==> config.mk <==
export PLATFORM = sky130hd
export DESIGN_NAME = rmii_tx_serializer_flat
export DESIGN_NICKNAME = d
export VERILOG_FILES = /design/src/rtl/rmii_tx_pkg.sv /design/src/rtl/rmii_tx_serializer_if.sv /design/src/rtl/rmii_crc32_dibit.sv /design/src/rtl/rmii_tx_serializer.sv /design/src/flat_wrapper.sv
export SDC_FILE = /design/constraint.sdc
export NUM_CORES = 1
export LEC_CHECK = 0
export CORE_ASPECT_RATIO = 0.6
export CORE_MARGIN = 2
export CORE_UTILIZATION = 54
export DETAILED_ROUTE_END_ITERATION = 8
export GPL_TIMING_DRIVEN = 0
export HOLD_SLACK_MARGIN = 0.02
export PLACE_DENSITY = 0.89
export SYNTH_ARGS = -nofsm -noshare
export SYNTH_HDL_FRONTEND = slang
export SYNTH_SLANG_ARGS = --single-unit
export TNS_END_PERCENT = 30
==> constraint.sdc <==
create_clock -name clk -period 2.7 [get_ports clk]
set_input_delay 0.405 -clock clk [delete_from_list [all_inputs] [get_ports clk]]
set_output_delay 0.405 -clock clk [all_outputs]
set_load 0.02 [all_outputs]
==> src/rtl/rmii_tx_pkg.sv <==
// Shared types and constants for the RMII transmit serializer.
// Latency: n/a (package only).
// Backpressure: n/a (package only).
package rmii_tx_pkg;

    typedef enum logic [2:0] {
        IDLE,
        PRE,
        DATA,
        FCS,
        DROP,
        IFG
    } tx_state_t;

    localparam logic [7:0]  PREAMBLE_BYTE = 8'h55;
    localparam logic [7:0]  SFD_BYTE      = 8'hD5;
    localparam logic [31:0] CRC_POLY      = 32'hEDB88320;  // 0x04C11DB7 bit-reversed
    localparam logic [31:0] CRC_INIT      = 32'hFFFFFFFF;

    // Dibit k of a byte, LSB dibit first on the wire.
    function automatic logic [1:0] byte_dibit(input logic [7:0] b, input logic [1:0] k);
        return b[{k, 1'b0} +: 2];
    endfunction

    // Reflected CRC32 advanced by one dibit, bit 0 of the dibit first.
    function automatic logic [31:0] crc32_dibit_step(input logic [31:0] crc, input logic [1:0] d);
        logic [31:0] c;
        c = crc;
        for (int i = 0; i < 2; i++) begin
            if (c[0] ^ d[i]) c = (c >> 1) ^ CRC_POLY;
            else             c = c >> 1;
        end
        return c;
    endfunction

endpackage

==> src/rtl/rmii_tx_serializer_if.sv <==
// Byte-wide AXI-stream link feeding the RMII transmit serializer.
// Latency: n/a (wiring only).
// Backpressure: tready from the slave, asserted only on dibit strobes where a byte is due.
// Signals: tdata[7:0] byte, tvalid, tready, tlast (end of frame), tuser (byte error mark).
interface rmii_tx_serializer_if;
    logic [7:0] tdata;
    logic       tvalid;
    logic       tready;
    logic       tlast;
    logic       tuser;

    modport master (output tdata, output tvalid, output tlast, output tuser, input tready);
    modport slave  (input tdata, input tvalid, input tlast, input tuser, output tready);
endinterface

==> src/rtl/rmii_crc32_dibit.sv <==
// Ethernet CRC32 (reflected) accumulator advancing two bits per enabled cycle.
// Latency: o_crc reflects a dibit one clk after it is presented with i_en.
// Backpressure: none; i_en gates every update.
// Ports: clk, rst_n, i_init (restart from CRC_INIT), i_en (absorb i_dibit), i_dibit[1:0], o_crc[31:0].
module rmii_crc32_dibit
    import rmii_tx_pkg::*;
(
    input  logic        clk,
    input  logic        rst_n,
    input  logic        i_init,
    input  logic        i_en,
    input  logic [1:0]  i_dibit,
    output logic [31:0] o_crc
);

    logic [31:0] r_crc;

    // i_init together with i_en seeds and absorbs the first dibit in one step.
    always_ff @(posedge clk or negedge rst_n) begin
        if (!rst_n) begin
            r_crc <= CRC_INIT;
        end else if (i_en) begin
            r_crc <= crc32_dibit_step(i_init ? CRC_INIT : r_crc, i_dibit);
        end else if (i_init) begin
            r_crc <= CRC_INIT;
        end
    end

    assign o_crc = r_crc;

endmodule

==> src/rtl/rmii_tx_serializer.sv <==
// RMII TX serializer: AXI-stream bytes -> preamble/SFD + data dibits (+FCS) + inter-frame gap.
// Latency: first preamble dibit appears on the strobe after tvalid is seen in IDLE; pins are registered.
// Backpressure: tready only on a strobe where the next byte is due; a missing byte aborts the frame.
// Ports: clk, rst_n, rmii_clk_en (dibit strobe), s_axis (slave stream), rmii_d/rmii_en/rmii_er (PHY pins),
//        busy (not IDLE), underrun (one-clk pulse). Macro RMII_TX_FCS_EN appends a generated FCS.
module rmii_tx_serializer
    import rmii_tx_pkg::*;
#(
    parameter int IFG_BYTES = 12,
    parameter int PRE_BYTES = 7
) (
    input  logic                        clk,
    input  logic                        rst_n,
    input  logic                        rmii_clk_en,
    rmii_tx_serializer_if.slave         s_axis,
    output logic [1:0]                  rmii_d,
    output logic                        rmii_en,
    output logic                        rmii_er,
    output logic                        busy,
    output logic                        underrun
);

    localparam logic [7:0] PRE_LAST = 8'(4 * (PRE_BYTES + 1) - 1);
    localparam logic [7:0] IFG_LAST = 8'(4 * IFG_BYTES - 1);

    // r_state/r_cnt describe the dibit currently on the pins.
    tx_state_t   r_state;
    logic [7:0]  r_cnt;
    logic [7:0]  r_byte;
    logic        r_last;
    logic        r_user;
    logic [1:0]  r_d;
    logic        r_en;
    logic        r_er;
    logic        r_underrun;

    logic        w_pre_end;
    logic        w_byte_end;
    logic        w_take;

    function automatic logic [1:0] pre_dibit(input logic [7:0] idx);
        logic [7:0] b;
        b = (idx[7:2] == 6'(PRE_BYTES)) ? SFD_BYTE : PREAMBLE_BYTE;
        return byte_dibit(b, idx[1:0]);
    endfunction

    assign w_pre_end  = (r_state == PRE)  && (r_cnt == PRE_LAST);
    assign w_byte_end = (r_state == DATA) && (r_cnt == 8'd3);

    assign s_axis.tready = rmii_clk_en &&
                           (w_pre_end || (w_byte_end && !r_last) || (r_state == DROP));

    // A byte entering DATA (not one being discarded in DROP).
    assign w_take = s_axis.tready && s_axis.tvalid && (r_state != DROP);

`ifdef RMII_TX_FCS_EN
    logic [31:0] w_crc;
    logic        w_crc_en;
    logic [1:0]  w_crc_dibit;
    logic [3:0]  w_fcs_next;

    // The CRC absorbs each data dibit on the edge that puts it on the pins,
    // so it is final by the time the last data dibit is showing.
    assign w_crc_en    = w_take || (rmii_clk_en && (r_state == DATA) && (r_cnt != 8'd3));
    assign w_crc_dibit = w_take ? s_axis.tdata[1:0] : byte_dibit(r_byte, r_cnt[1:0] + 2'd1);
    assign w_fcs_next  = r_cnt[3:0] + 4'd1;

    rmii_crc32_dibit u_crc (
        .clk     (clk),
        .rst_n   (rst_n),
        .i_init  (w_pre_end && w_take),
        .i_en    (w_crc_en),
        .i_dibit (w_crc_dibit),
        .o_crc   (w_crc)
    );
`endif

    always_ff @(posedge clk or negedge rst_n) begin
        if (!rst_n) begin
            r_state    <= IDLE;
            r_cnt      <= '0;
            r_byte     <= '0;
            r_last     <= 1'b0;
            r_user     <= 1'b0;
            r_d        <= 2'b00;
            r_en       <= 1'b0;
            r_er       <= 1'b0;
            r_underrun <= 1'b0;
        end else begin
            r_underrun <= 1'b0;
            if (rmii_clk_en) begin
                case (r_state)
                    IDLE: begin
                        r_en <= 1'b0;
                        r_er <= 1'b0;
                        r_d  <= 2'b00;
                        if (s_axis.tvalid) begin
                            r_state <= PRE;
                            r_cnt   <= '0;
                            r_en    <= 1'b1;
                            r_d     <= pre_dibit(8'd0);
                        end
                    end
                    PRE, DATA: begin
                        if ((r_state == PRE) ? (r_cnt != PRE_LAST) : (r_cnt != 8'd3)) begin
                            r_cnt <= r_cnt + 8'd1;
                            r_d   <= (r_state == PRE) ? pre_dibit(r_cnt + 8'd1)
                                                      : byte_dibit(r_byte, r_cnt[1:0] + 2'd1);
                        end else if ((r_state == DATA) && r_last) begin
                            r_cnt <= '0;
                            r_er  <= 1'b0;
`ifdef RMII_TX_FCS_EN
                            r_state <= FCS;
                            r_d     <= ~w_crc[1:0];
`else
                            r_state <= IFG;
                            r_en    <= 1'b0;
                            r_d     <= 2'b00;
`endif
                        end else if (s_axis.tvalid) begin
                            r_state <= DATA;
                            r_cnt   <= '0;
                            r_byte  <= s_axis.tdata;
                            r_last  <= s_axis.tlast;
                            r_user  <= s_axis.tuser;
                            r_d     <= s_axis.tdata[1:0];
                            r_er    <= s_axis.tuser;
                        end else begin
                            // Byte missing: one error dibit while still enabled, then discard.
                            r_state    <= DROP;
                            r_cnt      <= '0;
                            r_d        <= 2'b00;
                            r_er       <= 1'b1;
                            r_underrun <= 1'b1;
                        end
                    end
`ifdef RMII_TX_FCS_EN
                    FCS: begin
                        if (r_cnt != 8'd15) begin
                            r_cnt <= r_cnt + 8'd1;
                            r_d   <= ~w_crc[{w_fcs_next, 1'b0} +: 2];
                        end else begin
                            r_state <= IFG;
                            r_cnt   <= '0;
                            r_en    <= 1'b0;
                            r_d     <= 2'b00;
                        end
                    end
`endif
                    DROP: begin
                        r_en <= 1'b0;
                        r_er <= 1'b0;
                        r_d  <= 2'b00;
                        if (s_axis.tvalid && s_axis.tlast) begin
                            r_state <= IFG;
                            r_cnt   <= '0;
                        end
                    end
                    IFG: begin
                        r_en <= 1'b0;
                        r_er <= 1'b0;
                        r_d  <= 2'b00;
                        if (r_cnt != IFG_LAST) begin
                            r_cnt <= r_cnt + 8'd1;
                        end else if (s_axis.tvalid) begin
                            // Going straight to PRE keeps the gap at exactly the IFG length
                            // when the next frame is already waiting.
                            r_state <= PRE;
                            r_cnt   <= '0;
                            r_en    <= 1'b1;
                            r_d     <= pre_dibit(8'd0);
                        end else begin
                            r_state <= IDLE;
                            r_cnt   <= '0;
                        end
                    end
                    default: begin
                        r_state <= IDLE;
                        r_cnt   <= '0;
                        r_en    <= 1'b0;
                        r_er    <= 1'b0;
                        r_d     <= 2'b00;
                    end
                endcase
            end
        end
    end

    assign rmii_d   = r_d;
    assign rmii_en  = r_en;
    assign rmii_er  = r_er;
    assign busy     = (r_state != IDLE);
    assign underrun = r_underrun;

endmodule

==> src/flat_wrapper.sv <==
// flat-port wrapper written by rule: the top's interface ports become plain ports
module rmii_tx_serializer_flat import rmii_tx_pkg::*;
#(
    parameter int IFG_BYTES = 12,
    parameter int PRE_BYTES = 7
)
  (clk, rst_n, rmii_clk_en, rmii_d, rmii_en, rmii_er, busy, underrun, s_axis_tdata, s_axis_tvalid, s_axis_tlast, s_axis_tuser, s_axis_tready);
  rmii_tx_serializer_if s_axis_i ();
  input  logic clk;
  input  logic rst_n;
  input  logic rmii_clk_en;
  output logic [1:0] rmii_d;
  output logic rmii_en;
  output logic rmii_er;
  output logic busy;
  output logic underrun;
  input wire logic [$bits(s_axis_i.tdata)-1:0] s_axis_tdata;
  input wire logic [$bits(s_axis_i.tvalid)-1:0] s_axis_tvalid;
  input wire logic [$bits(s_axis_i.tlast)-1:0] s_axis_tlast;
  input wire logic [$bits(s_axis_i.tuser)-1:0] s_axis_tuser;
  output wire logic [$bits(s_axis_i.tready)-1:0] s_axis_tready;
  assign s_axis_i.tdata = s_axis_tdata;
  assign s_axis_i.tvalid = s_axis_tvalid;
  assign s_axis_i.tlast = s_axis_tlast;
  assign s_axis_i.tuser = s_axis_tuser;
  assign s_axis_tready = s_axis_i.tready;
  rmii_tx_serializer #(.IFG_BYTES(IFG_BYTES), .PRE_BYTES(PRE_BYTES)) u_core (.clk(clk), .rst_n(rst_n), .rmii_clk_en(rmii_clk_en), .s_axis(s_axis_i), .rmii_d(rmii_d), .rmii_en(rmii_en), .rmii_er(rmii_er), .busy(busy), .underrun(underrun));
endmodule
==> results.yml <==
layout:
  drive_above_1_share_pct: 14.1
  final_cell_mix: "25 x dfrtp_1, 19 x nand2_1, 19 x clkdlybuf4s50_1"
  final_common_cell: "dfrtp_1"
  final_util_pct: 65.7
  antenna_cells: 0
  nets: 207
  final_cell_area_um2: 1850
  syn_to_final_growth_pct: 18.2
clocking:
  clock_latency_ns: 0.27
  path_clk_slew_ns: 0.09
  cts_root_buf: "clkbuf_8"
  cts_tree: "yes"
  postCtsSetupBuffers: 0
  htree_levels: 1
  clk_path_buf_depth: 2
  cts_sinks: 25
  numCtsBuffers: 3
place:
  dp_hpwl_um: 2860
  io_buffer_count: 20
  gp_congestion: 0.930
  dpl_cell_area_um2: 1810
die:
  die_h_um: 45.7
  core_um2: 2820
  rows: 15
  die-area_um2: 3360
  initial_core_util_pct: 55.6
  ios: 21
  die_w_um: 73.5
drt:
  vias_per_cell: 6.21
  dr.pass1.iters: 4
  routed_wl_um: 3790
  ant_nets: 0
  routed-via-count: 1397
  drt_iter0_drc: 259
  drcViolationCount: 0
  routedWlPerCell_um: 16.8
timing:
  period_needed_ns: 2.53
  fin_skew_ns: 0.00187
  whs_ns: 0.506
  finalSetupViolCount: 0
  tightest_slew_ns: 1.15
  slew_headroom_pct: 23.1
  fin_setup_tns_ns: 0
  max_freq_mhz: 396
  finalCritPeriodShare_pct: 93.6
  rsz0062_at_grt: "false"
  hold_violations: 0
  slew_violations: 0
global_route:
  grt_start_max_net_pins: 26
  grt_util_all_layers_pct: 24.7
  grt_antenna_before_repair: 0
  grt_pass1_vias: 1253
  grt_overflow: 0
  grt_pass1_wl_um: 6220
run:
  maxCapViolCount: 0
power_and_ir_drop:
  p_leak_nw: 0.798
  ir_drop_uv: 463
  powerDensity_nw_per_um2: 840
logic_synthesis:
  synth_area_um2: 1570
  ys_types: 51
  yosysWarnings: 0
  seq_area_frac_synth_pct: 40.0
  synthArstFlopShare_pct: 100
  syn_inst: 168
  avgSynthCellArea_um2: 9.32
  synth_seq_cells: 25
  synth_fp_nets: 183
  yosys_most_used_dff: "dfrtp_1"
  synth_edf_count: 0
critical_path:
  required_ns: 2.30
  r2r_end: "u_core.r_byte[0]$_DFFE_PN0P_"
  crit_path_end_kind: "primary output"
  worst-path-max-fanout: 5
  crit_path_start_kind: "flip-flop"
  r2r_start: "u_core.r_cnt[1]$_DFFE_PN0P_"
  arrival_ns: 2.12
  rr_worst_depth: 6
  reg2reg_slack_ns: 0.34
  path_class: "flip-flop to primary output"
min_path:
  whs_path_depth: 2
  holdPathEnd: "u_core.rmii_er$_DFFE_PN0P_"
  hp-class: "flip-flop to flip-flop"
  min_from: "u_core.rmii_er$_DFFE_PN0P_"
run_status:
  status: "complete, no violations"
flip-flops by register name, summed over array words and instances, names as in the netlist:
| name | cells |
|---|---|
| u_core.rmii_en | 1 |
| u_core.underrun | 1 |
| u_core.r_cnt | 8 |
| u_core.r_last | 1 |
| u_core.rmii_d | 2 |
| u_core.r_byte | 8 |
| u_core.rmii_er | 1 |
| u_core.r_state | 3 |
power by group:
group	switching, mW	internal, mW
combinational	0.446	0.339
sequential	0.0751	0.468
clock	0.124	0.104
total	0.645	0.910
cell usage after synthesis, drive strengths merged, types with 3 or more instances:
library cell,n,area share (%)
nor3,6,1.9
or3,4,1.6
nand2b,5,2.0
inv,5,1.2
dfrtp,25,40
nor2,8,1.9
clkbuf,6,1.4
nand2,19,4.6
nand3,4,1.6
mux2,12,8.9
buf,4,1.3
mux2i,3,1.9
a21oi,9,2.9
o21ai,15,4.8
logic make-up after synthesis:
family                   synth area share [%]
adder cells (fa/ha/maj)                 0.799
AO/OA/AOI/OAI                            18.2
flip-flops                               40.0
AND/OR/NAND/NOR                          22.3
multiplexers                             13.7
buffers and inverters                    3.92
XOR/XNOR                                 1.12
what timing repair did:
item / 4_1_cts / 5_1_grt
endpoints found under the setup margin: 1 / 4
resized for setup: 1 / 3
hold buffers: 0 / 0
layer usage:
metal | wire, um | vias up | GRT usage [%]
li1 | - | 658 | -
met1 | 1660 | 649 | 34.8
met2 | 1750 | 84 | 39.1
met3 | 352 | 6 | 6.42
met4 | 23 | 0 | 4.73
met5 | 0 | - | 0
worst max-delay path, stage by stage, from the launching register on:
cell and delay (ns):
dfrtp_1 0.41, ha_1 0.24, or3b_4 0.44, or2_4 0.26
o31a_1 0.24, nor2_1 0.08, clkbuf_2 0.17
worst max path at each step:
| stage | start | cells past startpoint | slack (ns) | to |
|---|---|---|---|---|
| floorplan | u_core.r_cnt[1]$_DFFE_PN0P_ | 6 | 0.55 | u_core.rmii_en$_DFFE_PN0P_ |
| CTS | u_core.r_cnt[1]$_DFFE_PN0P_ | 6 | 0.04 | s_axis_tready |
| global route | u_core.r_cnt[1]$_DFFE_PN0P_ | 6 | 0.09 | s_axis_tready |
| detailed placement | s_axis_tvalid | 6 | -0.13 | u_core.r_state[1]$_DFFE_PN0P_ |
| global placement | s_axis_tvalid | 6 | -0.14 | u_core.r_state[1]$_DFFE_PN0P_ |
| finish | u_core.r_cnt[1]$_DFFE_PN0P_ | 6 | 0.17 | s_axis_tready |
layout make-up:
type / instances / area (um2)
Timing Repair Buffer: 20 / 195
Clock buffer: 3 / 41.3
Fill cell: 224 / 965
Buffer: 9 / 38.8
Multi-Input combinational cell: 128 / 883
Tap cell: 34 / 42.5
Clock inverter: 1 / 5.00
Inverter: 5 / 18.8
Sequential cell: 25 / 626
per-stage QoR:
stage	instances	setup WS (ns)	power, mW
6_report	225	0.172	1.56
2_1_floorplan	168	0.547	1.08
5_1_grt	225	0.0939	1.66
3_3_place_gp	222	-0.136	1.30
4_1_cts	226	0.0360	1.55
3_5_place_dp	222	-0.129	1.33
Power figures use the tool's default switching activity.
